**src/rtl/game_timer_ctrl.sv**
```systemverilog
// Elapsed-game-time controller: 1 ms prescaler plus cascaded H:MM:SS.ddd counter with start/stop/clear.
// Optional build macro TIMER_VBLANK_SYNC_EN adds a vblank input and shadow registers on the time_* outputs.
module game_timer_ctrl #(
  parameter int CLK_FREQ_HZ = 50_000_000,
  parameter int MAX_HOURS   = 9
) (
  input  logic       clk,
  input  logic       rst,
  input  logic       start,
  input  logic       stop,
  input  logic       clear,
`ifdef TIMER_VBLANK_SYNC_EN
  input  logic       vblank,
`endif
  output logic [4:0] time_hours,
  output logic [5:0] time_minutes,
  output logic [5:0] time_seconds,
  output logic [3:0] time_deciseconds,
  output logic [3:0] time_centiseconds,
  output logic [3:0] time_milliseconds,
  output logic       running,
  output logic       overflow
);

  localparam int TICKS_PER_MS = CLK_FREQ_HZ / 1000;
  localparam int PW = (TICKS_PER_MS > 1) ? $clog2(TICKS_PER_MS) : 1;
  localparam logic [PW-1:0] PRESC_MAX = PW'(TICKS_PER_MS - 1);
  localparam logic [4:0] MAX_H = 5'(MAX_HOURS);

  typedef enum logic [1:0] {IDLE, RUNNING, PAUSED, SATURATED} state_t;

  state_t        state, state_next;
  logic [PW-1:0] presc, presc_next;
  logic [4:0]    hours_q, hours_next;
  logic [5:0]    minutes_q, minutes_next;
  logic [5:0]    seconds_q, seconds_next;
  logic [3:0]    ds_q, ds_next;
  logic [3:0]    cs_q, cs_next;
  logic [3:0]    ms_q, ms_next;
  logic          tick;
  logic          at_max;

  always_comb begin
    state_next   = state;
    presc_next   = presc;
    hours_next   = hours_q;
    minutes_next = minutes_q;
    seconds_next = seconds_q;
    ds_next      = ds_q;
    cs_next      = cs_q;
    ms_next      = ms_q;
    tick   = (state == RUNNING) && (presc == PRESC_MAX);
    at_max = (hours_q == MAX_H) && (minutes_q == 6'd59) && (seconds_q == 6'd59) &&
             (ds_q == 4'd9) && (cs_q == 4'd9) && (ms_q == 4'd9);

    if (clear) begin
      state_next   = IDLE;
      presc_next   = '0;
      hours_next   = '0;
      minutes_next = '0;
      seconds_next = '0;
      ds_next      = '0;
      cs_next      = '0;
      ms_next      = '0;
    end else begin
      unique case (state)
        IDLE, PAUSED: begin
          // stop outranks start even where stop itself has no effect
          if (start && !stop) state_next = RUNNING;
        end
        RUNNING: begin
          if (tick) begin
            presc_next = '0;
            if (at_max) begin
              state_next = SATURATED;
            end else begin
              if (stop) state_next = PAUSED;
              // all carries resolve on this one edge
              ms_next = (ms_q == 4'd9) ? 4'd0 : ms_q + 4'd1;
              if (ms_q == 4'd9) begin
                cs_next = (cs_q == 4'd9) ? 4'd0 : cs_q + 4'd1;
                if (cs_q == 4'd9) begin
                  ds_next = (ds_q == 4'd9) ? 4'd0 : ds_q + 4'd1;
                  if (ds_q == 4'd9) begin
                    seconds_next = (seconds_q == 6'd59) ? 6'd0 : seconds_q + 6'd1;
                    if (seconds_q == 6'd59) begin
                      minutes_next = (minutes_q == 6'd59) ? 6'd0 : minutes_q + 6'd1;
                      if (minutes_q == 6'd59) hours_next = hours_q + 5'd1;
                    end
                  end
                end
              end
            end
          end else begin
            presc_next = presc + 1'b1;
            if (stop) state_next = PAUSED;
          end
        end
        SATURATED: state_next = SATURATED;
        default:   state_next = IDLE;
      endcase
    end
  end

  always_ff @(posedge clk or posedge rst) begin
    if (rst) begin
      state     <= IDLE;
      presc     <= '0;
      hours_q   <= '0;
      minutes_q <= '0;
      seconds_q <= '0;
      ds_q      <= '0;
      cs_q      <= '0;
      ms_q      <= '0;
      running   <= 1'b0;
      overflow  <= 1'b0;
    end else begin
      state     <= state_next;
      presc     <= presc_next;
      hours_q   <= hours_next;
      minutes_q <= minutes_next;
      seconds_q <= seconds_next;
      ds_q      <= ds_next;
      cs_q      <= cs_next;
      ms_q      <= ms_next;
      running   <= (state_next == RUNNING);
      overflow  <= (state_next == SATURATED);
    end
  end

`ifdef TIMER_VBLANK_SYNC_EN
  // Shadows capture the live counters only during blanking so digits never change mid-frame
  always_ff @(posedge clk or posedge rst) begin
    if (rst || clear) begin
      time_hours        <= '0;
      time_minutes      <= '0;
      time_seconds      <= '0;
      time_deciseconds  <= '0;
      time_centiseconds <= '0;
      time_milliseconds <= '0;
    end else if (vblank) begin
      time_hours        <= hours_q;
      time_minutes      <= minutes_q;
      time_seconds      <= seconds_q;
      time_deciseconds  <= ds_q;
      time_centiseconds <= cs_q;
      time_milliseconds <= ms_q;
    end
  end
`else
  assign time_hours        = hours_q;
  assign time_minutes      = minutes_q;
  assign time_seconds      = seconds_q;
  assign time_deciseconds  = ds_q;
  assign time_centiseconds = cs_q;
  assign time_milliseconds = ms_q;
`endif

endmodule
```
**config.mk**
```make
export PLATFORM = sky130hd
export DESIGN_NAME = game_timer_ctrl
export DESIGN_NICKNAME = d
export VERILOG_FILES = /design/src/rtl/game_timer_ctrl.sv
export SDC_FILE = /design/constraint.sdc
export NUM_CORES = 1
export LEC_CHECK = 0
export ABC_AREA = 1
export CORE_MARGIN = 4
export CORE_UTILIZATION = 57
export DETAILED_ROUTE_END_ITERATION = 16
export GPL_TIMING_DRIVEN = 1
export HOLD_SLACK_MARGIN = 0.02
export PLACE_DENSITY = 0.8
export SYNTH_ARGS = -nofsm -noshare
export SYNTH_HDL_FRONTEND = slang
export SYNTH_SLANG_ARGS = --single-unit
export TNS_END_PERCENT = 5
```
**constraint.sdc**
```tcl
create_clock -name clk -period 1.9 [get_ports clk]
set_input_delay 0.19 -clock clk [delete_from_list [all_inputs] [get_ports clk]]
set_output_delay 0.19 -clock clk [all_outputs]
set_load 0.005 [all_outputs]
```
==> flow_summary.ini <==
[clock_network]
cts_sinks = 49
clk_latency_ns = 0.31
clock-root-buffer = clkbuf_8
h-tree-depth = 2
cts_buffer_depth = 2
cts_tree = yes
cts-buffers-inserted = 5
clk_pin_slew_ns = 0.09

[synth]
yosys.area.top_type = dfrtp_1
syn_avg_cell_area_um2 = 7.18
netlist.area_leader.share_pct = 38.4
synth_cell_type_count = 31
ys_warn_count = 0
yosysSeqAreaShare_pct = 38.4
yosys-top-cells-count = nand2_1 (122), nor2_1 (79), nand3_1 (52), dfrtp_1 (49), inv_1 (42)
ys_async_sr_fraction_pct = 100
synth_flop_cell = dfrtp_1
syn_area_um2 = 3190
ys_ff_latch = 49
synth_fp_nets = 460
synth.most_common_cell = nand2_1
synth_area_leaders = dfrtp_1 (38%), nand2_1 (14%), nor2_1 (9.3%)
synth-edff-count = 0
netlist_instances = 444

[flow_run]
max_cap_violations = 0

[timing]
hold_slack_ns = 0.169
min_period_ns = 1.79
min_period_over_period_pct = 94.0
relSlewSlack_pct = 73.9
slew_violations = 0
fmax_mhz = 560
tightest_slew_ns = 0.389
hold_viol_final = 0
skew_ns = 0.00473
setup-violations-final = 0

[status]
status = finished, final reports clean

[hold_path]
hold_class = in2async

[power_and_ir_drop]
power.internal_uw = 2020
p_sw_uw = 910
switching_share_pct = 31.1
p_comb_share_pct = 26.9
p_leak_uw = 0.00177
p_clk_share_pct = 27.3
sequentialPowerShare_pct = 45.8
peakVddDrop_mv = 0.539
powerDensity_nw_per_um2 = 759

[worst_setup_path]
slowest_stage = dfrtp_1
cp.arrival_ns = 2.04
critical-path-top-delay-family = simple AND/OR/NAND/NOR gates
critPathLaunchType = register
worstPathRequired_ns = 2.15
end_kind = register
critPathMaxStageDelay_ns = 0.42
path_class = reg2reg
crit_chain = ha_2 -> nand3_1 -> nor2_1 -> inv_1 -> nor2_1 -> nand2_1 -> nand2_2 -> buf_12 -> nand3_1 -> nand2_1
crit_buf_inv = 2
crit_fanout = 18

[detailed_routing]
post_drt_wl_per_cell_um = 14.1
routed_wl_mm = 7.97
wl_met3_um = 486
vias = 3065
vias_per_cell = 5.41
drtAntennaViolNets = 0
first_pass_iters = 5
drtIter0Drc = 228
top_layer_used = met4
met1Wirelength_mm = 3.71
dr_wl_met2_mm = 3.66
drc = 0

[die]
core-area_um2 = 5270
row_count = 26
dieArea_um2 = 6860
die_h_um = 82.8
initial_core_util_pct = 60.5
pin_count = 36
die_x_um = 82.8

[finish]
antenna_cells = 0
drive_gt1_share_pct = 11.9
syn2layout_area_growth_pct = 20.9
nets = 512
layout.cells.non_filler = 567

[grt]
grt_use_total_pct = 23.4
grt_max_degree = 23
grt_pass1_wl_mm = 13.5
grt.overflow.total = 0
first_global_vias = 2819
grt_antenna_before_repair = 0

[placed_design]
dpl.hpwl_mm = 5.90
place_inst = 557
port_buffers = 35
gp_congestion = 0.937
-- cells in the final DEF (no fill, tap or decap), types with 5 or more instances in the layout --
cell type        instances
nand3_2                  6
o21bai_1                 7
ha_1                     9
nand2_1                121
inv_1                   41
clkdlybuf4s50_1         35
nand4_1                  7
nand3_1                 52
nand2_2                  5
dfrtp_1                 46
a21oi_1                  8
clkbuf_8                 6
buf_4                   16
nor2_1                  76
o21ai_0                  5
nor3_1                  11
xor2_1                  10
-- path summary, 6_finish.rpt --
kind / depth (start not counted) / startpoint / slack, ns / to
setup / recovery: 10 / presc[1]$_DFFE_PP0P_ / 0.11 / time_hours[1]$_DFFE_PP0P_
hold / removal: 2 / rst / 0.17 / time_hours[3]$_DFFE_PP0P_
setup reg to reg: 10 / presc[1]$_DFFE_PP0P_ / 0.11 / time_hours[1]$_DFFE_PP0P_
hold reg to reg: 1 / presc[0]$_DFFE_PP0P_ / 0.54 / presc[0]$_DFFE_PP0P_
max in group asynchronous: 3 / rst / 1.13 / time_seconds[0]$_DFFE_PP0P_
min in group clk: 1 / presc[0]$_DFFE_PP0P_ / 0.54 / presc[0]$_DFFE_PP0P_
-- repair_timing --
action                     in CTS  in global routing
hold buffers                    0                  0
setup buffers                   0                  2
gates resized for setup         0                 10
setup endpoints to repair       0                 30
-- stage by stage --
step                      setup TNS, ns  area, µm²  total power (µW)  util, %  worst slack, ns
after detailed placement              0       3690              2110     70.0           0.0663
final                                 0       3850              2930     73.1            0.115
after global placement                0       3690              2080     70.0            0.140
after global routing            -0.0433       3850              3100     73.1          -0.0112
after CTS                             0       3810              2900     72.3           0.0359
after floorplan                       0       3190              1730        -            0.304
-- metal layers --
metal | track usage (%) | up-vias
li1 | - | 1532
met1 | 34.1 | 1397
met2 | 35.9 | 123
met3 | 4.26 | 13
met4 | 6.54 | 0
met5 | 0 | -
-- cell type report --
cell class,instances,area (µm²)
clock inverters,2,37.5
inverters,44,165
repair buffers,52,490
flip-flops and latches,49,1230
multi-input cells,344,1760
fillers,451,1420
well taps,70,87.6
clock buffers,6,82.6
-- sequential cells by signal, indices dropped and copies added (netlist names) --
register	count
overflow	1
presc	16
running	1
state	2
time_centiseconds	4
time_deciseconds	4
time_hours	5
time_milliseconds	4
time_minutes	6
time_seconds	6
-- power groups by stage --
stage / Sequential [µW] / Combinational (µW) / Clock [µW]
after floorplan: 1330 / 398 / 0
after global placement: 1340 / 738 / 0
after detailed placement: 1350 / 757 / 0
after CTS: 1330 / 765 / 809
after global routing: 1360 / 878 / 863
final: 1340 / 786 / 800
-- cells by family (layout without fill, tap and decap cells) --
kind of cell	after synthesis	in the layout	synth area share [%]
simple gates	293	293	41.0
buf+inv	51	104	7.10
flops	49	49	38.4
compound gates	26	26	5.30
xor+xnor	14	14	3.84
fa+ha+maj	11	11	4.32
Note: power is estimated with default switching activity, not from simulation.
